`config.mk`:
```
export PLATFORM = sky130hd
export DESIGN_NAME = pipe_adder_hs_flat
export DESIGN_NICKNAME = d
export VERILOG_FILES = /design/src/rtl/pipe_adder_hs_pkg.sv /design/src/rtl/pipe_adder_hs_if.sv /design/src/rtl/pipe_adder_hs_stage.sv /design/src/rtl/pipe_adder_hs.sv /design/src/flat_wrapper.sv
export SDC_FILE = /design/constraint.sdc
export NUM_CORES = 1
export LEC_CHECK = 0
export BUFFER_PORTS_ARGS = -buffer_cell sky130_fd_sc_hd__buf_4
export CORE_MARGIN = 2
export CORE_UTILIZATION = 35
export CTS_BUF_LIST = sky130_fd_sc_hd__clkbuf_8
export CTS_CLUSTER_SIZE = 25
export DETAILED_ROUTE_END_ITERATION = 10
export GPL_TIMING_DRIVEN = 0
export HOLD_SLACK_MARGIN = 0.05
export PLACE_DENSITY_LB_ADDON = 0.15
export SLEW_MARGIN = 20
export SYNTH_ARGS = -nofsm -noshare
export SYNTH_HDL_FRONTEND = slang
export SYNTH_SLANG_ARGS = --single-unit
```
`constraint.sdc`:
```
create_clock -name clk -period 1.2 [get_ports clk]
set_input_delay 0.18 -clock clk [delete_from_list [all_inputs] [get_ports clk]]
set_output_delay 0.18 -clock clk [all_outputs]
set_load 0.05 [all_outputs]
```
`src/rtl/pipe_adder_hs_pkg.sv`:
```
// Shared types and defaults for the pipelined handshake adder.
package pipe_adder_pkg;

    localparam int DEF_WIDTH = 8;
    localparam int DEF_TAG_W = 4;

    typedef enum logic {
        ADD_WRAP = 1'b0,
        ADD_SAT  = 1'b1
    } add_mode_e;

    // Payload layout at default widths; the top re-declares it at its own widths.
    typedef struct packed {
        logic [DEF_WIDTH-1:0] sum;
        logic                 ovf;
        logic [DEF_TAG_W-1:0] tag;
    } stage_payload_t;

endpackage

```
`src/rtl/pipe_adder_hs_if.sv`:
```
// Request/response handshake bundle for pipe_adder_hs.
interface pipe_adder_hs_if #(
    parameter int WIDTH = 8,
    parameter int TAG_W = 4
);
    logic             in_valid;
    logic             in_ready;
    logic [WIDTH-1:0] in_a;
    logic [WIDTH-1:0] in_b;
    logic             in_sat;
    logic [TAG_W-1:0] in_tag;
    logic             out_valid;
    logic             out_ready;
    logic [WIDTH-1:0] out_sum;
    logic             out_ovf;
    logic [TAG_W-1:0] out_tag;

    modport master (
        output in_valid, in_a, in_b, in_sat, in_tag, out_ready,
        input  in_ready, out_valid, out_sum, out_ovf, out_tag
    );

    modport slave (
        input  in_valid, in_a, in_b, in_sat, in_tag, out_ready,
        output in_ready, out_valid, out_sum, out_ovf, out_tag
    );
endinterface

```
`src/rtl/pipe_adder_hs_stage.sv`:
```
// One enabled pipeline slice: valid bit plus payload, async active-low reset.
module pipe_adder_stage #(
    parameter int DW = 13
) (
    input  logic          clk,
    input  logic          rst_n,
    input  logic          i_en,
    input  logic          i_vld,
    input  logic [DW-1:0] i_data,
    output logic          o_vld,
    output logic [DW-1:0] o_data
);
    logic          r_vld;
    logic [DW-1:0] r_data;

    // Payload only loads with a valid item so the last stage holds its
    // previous result while bubbles pass through.
    always_ff @(posedge clk or negedge rst_n) begin
        if (!rst_n) begin
            r_vld  <= 1'b0;
            r_data <= '0;
        end else if (i_en) begin
            r_vld <= i_vld;
            if (i_vld)
                r_data <= i_data;
        end
    end

    assign o_vld  = r_vld;
    assign o_data = r_data;
endmodule

```
`src/rtl/pipe_adder_hs.sv`:
```
// Pipelined unsigned adder with valid/ready on both sides, wrap/saturate mode.
// Optional statistics counters enabled by PIPE_ADDER_HS_STATS_EN.
module pipe_adder_hs
    import pipe_adder_pkg::*;
#(
    parameter int WIDTH  = DEF_WIDTH,
    parameter int STAGES = 2,
    parameter int TAG_W  = DEF_TAG_W,
    parameter int CNT_W  = 16
) (
    input  logic             clk,
    input  logic             rst_n,
    pipe_adder_hs_if.slave   bus,
    output logic [CNT_W-1:0] stat_txn_cnt,
    output logic [CNT_W-1:0] stat_ovf_cnt
);
    typedef struct packed {
        logic [WIDTH-1:0] sum;
        logic             ovf;
        logic [TAG_W-1:0] tag;
    } payload_t;

    localparam int PW = $bits(payload_t);

    logic                   w_adv;
    logic [WIDTH:0]         w_full;
    add_mode_e              w_mode;
    payload_t               w_in_pl;
    payload_t               w_out_pl;
    logic [STAGES:0]        w_vld;
    logic [STAGES:0][PW-1:0] w_data;
    logic                   w_fire;

    // Single global enable: the whole pipe moves unless the output is blocked.
    assign w_adv        = !w_vld[STAGES] || bus.out_ready;
    assign bus.in_ready = w_adv;

    assign w_full = {1'b0, bus.in_a} + {1'b0, bus.in_b};
    assign w_mode = add_mode_e'(bus.in_sat);

    always_comb begin
        w_in_pl     = '0;
        w_in_pl.ovf = w_full[WIDTH];
        w_in_pl.sum = (w_full[WIDTH] && (w_mode == ADD_SAT)) ? {WIDTH{1'b1}}
                                                             : w_full[WIDTH-1:0];
        w_in_pl.tag = bus.in_tag;
    end

    assign w_vld[0]  = bus.in_valid;
    assign w_data[0] = w_in_pl;

    genvar g;
    generate
        for (g = 0; g < STAGES; g++) begin : g_stage
            pipe_adder_stage #(.DW(PW)) u_stage (
                .clk    (clk),
                .rst_n  (rst_n),
                .i_en   (w_adv),
                .i_vld  (w_vld[g]),
                .i_data (w_data[g]),
                .o_vld  (w_vld[g+1]),
                .o_data (w_data[g+1])
            );
        end
    endgenerate

    assign w_out_pl      = payload_t'(w_data[STAGES]);
    assign bus.out_valid = w_vld[STAGES];
    assign bus.out_sum   = w_out_pl.sum;
    assign bus.out_ovf   = w_out_pl.ovf;
    assign bus.out_tag   = w_out_pl.tag;

    assign w_fire = w_vld[STAGES] && bus.out_ready;

`ifdef PIPE_ADDER_HS_STATS_EN
    logic [CNT_W-1:0] r_txn_cnt;
    logic [CNT_W-1:0] r_ovf_cnt;

    // Both counters stick at all-ones rather than wrapping.
    always_ff @(posedge clk or negedge rst_n) begin
        if (!rst_n) begin
            r_txn_cnt <= '0;
            r_ovf_cnt <= '0;
        end else if (w_fire) begin
            if (r_txn_cnt != {CNT_W{1'b1}})
                r_txn_cnt <= r_txn_cnt + 1'b1;
            if (w_out_pl.ovf && (r_ovf_cnt != {CNT_W{1'b1}}))
                r_ovf_cnt <= r_ovf_cnt + 1'b1;
        end
    end

    assign stat_txn_cnt = r_txn_cnt;
    assign stat_ovf_cnt = r_ovf_cnt;
`else
    logic w_unused;
    assign w_unused     = w_fire;
    assign stat_txn_cnt = '0;
    assign stat_ovf_cnt = '0;
`endif
endmodule
```
`src/flat_wrapper.sv`:
```
// flat-port wrapper written by rule: the top's interface ports become plain ports
module pipe_adder_hs_flat import pipe_adder_pkg::*;
#(
    parameter int WIDTH  = DEF_WIDTH,
    parameter int STAGES = 2,
    parameter int TAG_W  = DEF_TAG_W,
    parameter int CNT_W  = 16
)
  (clk, rst_n, stat_txn_cnt, stat_ovf_cnt, bus_in_valid, bus_in_a, bus_in_b, bus_in_sat, bus_in_tag, bus_out_ready, bus_in_ready, bus_out_valid, bus_out_sum, bus_out_ovf, bus_out_tag);
  pipe_adder_hs_if #(.WIDTH(WIDTH), .TAG_W(TAG_W)) bus_i ();
  input  logic clk;
  input  logic rst_n;
  output logic [CNT_W-1:0] stat_txn_cnt;
  output logic [CNT_W-1:0] stat_ovf_cnt;
  input wire logic [$bits(bus_i.in_valid)-1:0] bus_in_valid;
  input wire logic [$bits(bus_i.in_a)-1:0] bus_in_a;
  input wire logic [$bits(bus_i.in_b)-1:0] bus_in_b;
  input wire logic [$bits(bus_i.in_sat)-1:0] bus_in_sat;
  input wire logic [$bits(bus_i.in_tag)-1:0] bus_in_tag;
  input wire logic [$bits(bus_i.out_ready)-1:0] bus_out_ready;
  output wire logic [$bits(bus_i.in_ready)-1:0] bus_in_ready;
  output wire logic [$bits(bus_i.out_valid)-1:0] bus_out_valid;
  output wire logic [$bits(bus_i.out_sum)-1:0] bus_out_sum;
  output wire logic [$bits(bus_i.out_ovf)-1:0] bus_out_ovf;
  output wire logic [$bits(bus_i.out_tag)-1:0] bus_out_tag;
  assign bus_i.in_valid = bus_in_valid;
  assign bus_i.in_a = bus_in_a;
  assign bus_i.in_b = bus_in_b;
  assign bus_i.in_sat = bus_in_sat;
  assign bus_i.in_tag = bus_in_tag;
  assign bus_i.out_ready = bus_out_ready;
  assign bus_in_ready = bus_i.in_ready;
  assign bus_out_valid = bus_i.out_valid;
  assign bus_out_sum = bus_i.out_sum;
  assign bus_out_ovf = bus_i.out_ovf;
  assign bus_out_tag = bus_i.out_tag;
  pipe_adder_hs #(.WIDTH(WIDTH), .STAGES(STAGES), .TAG_W(TAG_W), .CNT_W(CNT_W)) u_core (.clk(clk), .rst_n(rst_n), .bus(bus_i), .stat_txn_cnt(stat_txn_cnt), .stat_ovf_cnt(stat_ovf_cnt));
endmodule
```
Word level (Yosys, flattened, before mapping)
Index checks and enable logic that the tools add are counted.
- bits of input ports: 25
- bits in registers: 28
- logic and storage cells: 11
- output and inout bits: 47
- reductions and logical operators: 5
- add/subtract/negate cells: 1
- multiplexer cells: 1
- operator list (kind ; count):
    8-bit by 8-bit adder with 9-bit output ; 1
    8-bit 2-to-1 mux ; 1
    2-bit AND reduction ; 2
    1-bit logical AND ; 1
    1-bit zero test ; 1
    1-bit logical OR ; 1

Logic depth before layout (Yosys ltp)
- depth in word-level cells: 3
- depth in mapped cells: 7

Cells and area by module
From an unflattened synthesis, not the netlist that was laid out.
- cells, all modules: 147
- area total of the unflattened synthesis: 1755.4 um^2
- by module, submodules not included (module ; cells an instance ; area an instance (um^2) ; instances):
    pipe_adder_stage ; 31 ; 556.8 ; 2
    pipe_adder_hs ; 85 ; 641.9 ; 1

Worst setup path before layout
No wires, ideal clock.
- path kind: flip-flop to flip-flop
- start: register u_core.g_stage[1].u_stage.r_vld
- end: register u_core.g_stage[1].u_stage.r_data[10]
- arrival time: 1732 ps
- buffers on the path: 1
- slack: -657 ps
- stages on the path, launching flop included: 5
- period minus slack after synthesis: 1857 ps
- cells stage by stage: dfrtp_1 -> nand2b_2 -> nand2_1 -> buf_2 -> mux2_2
- longest elaborated chain between the ends: 3
- RTL lines (element ; RTL line ; RTL):
    start: declaration ; pipe_adder_hs_stage.sv:13 ; logic r_vld;
    start signal: assignment ; pipe_adder_hs_stage.sv:23 ; r_vld <= i_vld;
    1-bit zero test ; pipe_adder_hs.sv:35 ; assign w_adv = !w_vld[STAGES] || bus.out_ready;
    1-bit logical OR ; pipe_adder_hs.sv:35 ;
    via bus_in_ready ; flat_wrapper.sv:21 ; output wire logic [$bits(bus_i.in_ready)-1:0] bus_in_ready;
    2-bit AND reduction (no source line) ; -- ;
    end signal: assignment ; pipe_adder_hs_stage.sv:25 ; r_data <= i_data;
    end: declaration ; pipe_adder_hs_stage.sv:14 ; logic [DW-1:0] r_data;
The timed path passes the listed nets, and every way through them passes these cells.
A chain may end at the register's enable or synchronous reset.

Worst setup path in the final report
- start: input port bus_in_b[0]
- end: register u_core.g_stage[0].u_stage.r_data[7]
- longest elaborated chain between the ends: 3
- RTL lines (element ; RTL line ; RTL):
    start: declaration ; flat_wrapper.sv:17 ; input wire logic [$bits(bus_i.in_b)-1:0] bus_in_b;
    8-bit by 8-bit adder with 9-bit output * ; pipe_adder_hs.sv:38 ; assign w_full = {1'b0, bus.in_a} + {1'b0, bus.in_b};
    1-bit logical AND ; pipe_adder_hs.sv:44 ; w_in_pl.sum = (w_full[WIDTH] && (w_mode == ADD_SAT)) ? {WIDTH{1'b1}}
    8-bit 2-to-1 mux * ; pipe_adder_hs.sv:44 ;
    end signal: assignment ; pipe_adder_hs_stage.sv:25 ;
    end: declaration ; pipe_adder_hs_stage.sv:14 ;
Every way passes the cells marked *; elsewhere a longest branch is shown, timed or not.

==> reports/qor.json <==
{
  "run_status": {
    "status": "complete, but fails checks",
    "violated_checks": "negative setup slack"
  },
  "setup_path": {
    "worstPathArrival_ps": 1610,
    "worst_path_cell_chain": "buf_8, ha_4, fa_2, a211oi_2, o21bai_2, a21oi_4, a21oi_4, o22a_1",
    "critical_path.startpoint_type": "input port",
    "worstSetupPathType": "in -> reg",
    "timing.critical_path.mode_cell": "a21oi_4",
    "critical_path.endpoint_type": "flip-flop",
    "cp.required_ps": 1360,
    "worstPathMaxFanout": 8,
    "slowest_delay_ps": 370,
    "critPathSlowestCell": "fa_2"
  },
  "sta": {
    "finalCriticalPeriod_ps": 1460,
    "rsz0062_at_grt": "yes",
    "finalCritPeriodShare": 1.21,
    "clock_skew_ps": 6.20,
    "max_freq_mhz": 686,
    "hold_slack_ps": 99.6,
    "report.final.hold_viol_count": 0,
    "final.setup.worst_slack_ps": -258,
    "finalSetupViolCount": 23,
    "final.setup.tns_ps": -2750,
    "drv_slew": 0
  },
  "detailed_routing": {
    "ant_nets": 0,
    "detailedRoute.firstIterationViolations": 47,
    "post_drt_wl_per_cell_um": 12.0,
    "wl_um": 3350,
    "detailroute.via_count": 1188,
    "routed_via_density": 4.27,
    "remaining_drc_errors": 0,
    "detail_route.first_pass.iterations": 3
  },
  "power_and_ir_drop": {
    "total_leakage_power_nw": 1.27,
    "peakVddDrop_mv": 0.633,
    "p_per_area_mw_per_mm2": 1770
  },
  "die": {
    "starting_density_of_the_core": 0.367,
    "design.core.area_mm2": 0.00438,
    "die_w_um": 71.8,
    "die_height_um": 71.8,
    "row_count": 24,
    "floorplan.io_pins": 72,
    "die_area_mm2": 0.00516
  },
  "clocking": {
    "clk_path_buf_depth": 2,
    "insertion_delay_to_the_later_sink_of_the_worst_skew_pair_ps": 270,
    "tritoncts": "yes",
    "clock_sinks": 28,
    "ctsHtreeMaxLevel": 1,
    "cts-root-buf": "clkbuf_8",
    "clkSlewWorstSetupHoldPaths_ps": 90,
    "cts-buffers-inserted": 3
  },
  "cells_and_area": {
    "flow.area_growth_from_synthesis_pct": 49.9,
    "antenna_diode_count": 0,
    "design.final.nets": 261,
    "post_route_cells_drive_above_1_share": 0.518,
    "final.fill_count": 388
  },
  "placement": {
    "dp_slack_ps": -574,
    "post-dp-hpwl_um": 2590,
    "gp_congestion": 0.657,
    "place.port_buffers": 39
  },
  "logic_synthesis": {
    "ys_warn_count": 0,
    "synth.ff_latch_count": 28,
    "synth_cell_type_count": 28,
    "synth-seq-area-share": 0.435,
    "synth.avg_cell_area_um2": 11.4,
    "post_synth_inst_count": 141,
    "synth_area_mm2": 0.00161
  },
  "worst_hold_path": {
    "hold_path.class": "in -> reg"
  },
  "grt": {
    "grt_usage": 0.131,
    "antenna_found_initial": 0,
    "grt_first_pass_wirelength_um": 5420,
    "global_route.overflow_total": 0,
    "grt_max_degree": 29,
    "via_count_of_the_first_global_routing_pass": 1192
  },
  "job": {
    "timing.max_cap.violations": 0
  }
}
-- area by class of cell --
class | count | area, µm² | share of cell area
Clock buffer | 4 | 55.1 | 0.0228
Tap cell | 52 | 65.1 | 0.0270
Multi-Input combinational cell | 109 | 867 | 0.359
Inverter | 1 | 3.75 | 0.00156
Sequential cell | 28 | 702 | 0.291
Buffer | 34 | 285 | 0.118
Timing Repair Buffer | 50 | 435 | 0.180
-- registers in the layout (all words and copies together) (netlist names) --
name / count
u_core.g_stage.u_stage.o_data: 26
u_core.g_stage.u_stage.o_vld: 2
-- what timing repair did --
item / 4_1_cts / 5_1_grt
endpoints found under the hold margin: 28 / 0
pin swaps: 3 / 3
endpoints found under the setup margin: 15 / 27
resized for setup: 13 / 5
gates cloned: 1 / 1
buffers inserted: 6 / 3
hold buffers: 1 / 0
-- worst paths after layout --
path	startpoint	end	slack, ps	cells after the start
max	bus_in_b[0]	u_core.g_stage[0].u_stage.o_data[7]$_DFFE_PN0P_	-260	8
min	bus_in_tag[0]	u_core.g_stage[0].u_stage.o_data[0]$_DFFE_PN0P_	100	3
max reg2reg	u_core.g_stage[1].u_stage.o_vld$_DFFE_PN0N_	u_core.g_stage[0].u_stage.o_data[7]$_DFFE_PN0P_	-200	5
min reg2reg	u_core.g_stage[0].u_stage.o_data[1]$_DFFE_PN0P_	u_core.g_stage[0].u_stage.o_data[1]$_DFFE_PN0P_	500	2
max in group asynchronous	rst_n	u_core.g_stage[1].u_stage.o_vld$_DFFE_PN0N_	560	2
min in group asynchronous	rst_n	u_core.g_stage[0].u_stage.o_data[4]$_DFFE_PN0P_	360	2
-- layout by cell type, fill, tap and decap left out, types with 2 or more instances in the layout --
cell type / instances
buf_4: 72
conb_1: 32
dfrtp_1: 27
mux2_4: 12
nand2_1: 11
o22a_1: 8
ha_1: 7
buf_6: 6
xnor2_1: 5
a21o_1: 4
a21oi_1: 4
nand2_2: 4
clkbuf_8: 4
a211oi_2: 2
o21ai_0: 2
a21oi_4: 2
o21ai_1: 2
buf_8: 2
-- power breakdown --
group,total [W],internal [W],leakage (nW),switching [W]
sequential,0.00144,0.00125,0.321,0.000191
combinational,0.00228,0.000927,0.920,0.00135
clock,0.000563,0.000293,0.0288,0.000270
-- per-layer routing --
| layer | share of wire | routed length [µm] | GRT usage | vias up |
|---|---|---|---|---|
| met3 | 0.073 | 243 | 0.0127 | 4 |
| met1 | 0.41 | 1380 | 0.160 | 538 |
| met5 | 0 | 0 | 0 | - |
| met2 | 0.50 | 1680 | 0.240 | 51 |
| li1 | - | - | - | 595 |
| met4 | 0.013 | 44 | 0.0440 | 0 |
-- metrics by stage --
| step | std cells | total power, W | utilization | area, µm² |
|---|---|---|---|---|
| after CTS | 275 | 0.00429 | 0.542 | 2370 |
| after detailed placement | 263 | 0.00361 | 0.497 | 2180 |
| after global routing | 278 | 0.00449 | 0.551 | 2410 |
| final | 278 | 0.00428 | 0.551 | 2410 |
| after floorplan | 172 | 0.00305 | - | 1820 |
| after global placement | 263 | 0.00356 | 0.497 | 2180 |
-- synthesized netlist by cell type, drive strengths merged --
cell | count | share of area
dfrtp | 28 | 0.44
conb | 1 | 0.0023
a211oi | 2 | 0.016
clkbuf | 1 | 0.0023
nand2 | 16 | 0.037
nor2 | 1 | 0.0023
o22a | 8 | 0.044
a21o | 5 | 0.024
buf | 33 | 0.15
xnor2 | 5 | 0.027
o21bai | 2 | 0.012
o21ai | 4 | 0.012
xor2 | 1 | 0.0054
nand2b | 2 | 0.0093
and2 | 1 | 0.0039
mux2 | 13 | 0.091
ha | 8 | 0.062
a21oi | 6 | 0.033
inv | 1 | 0.0023
a41oi | 1 | 0.010
fa | 1 | 0.012
o21a | 1 | 0.0047
-- logic make-up after synthesis --
logic type | synth area share
other | 0.00233
AOI/OAI and AO/OA | 0.155
adders and majority gates | 0.0746
DFF | 0.435
xor gates and xnor gates | 0.0326
buffers and inverters | 0.157
and+or+nand+nor | 0.0528
muxes | 0.0909
-- worst max-delay path: cells and delay by family --
kind	cells	cell delay, ps
compound gates	5	810
fa+ha+maj	2	520
buf+inv	1	100
(Power assumes the default switching activity.)
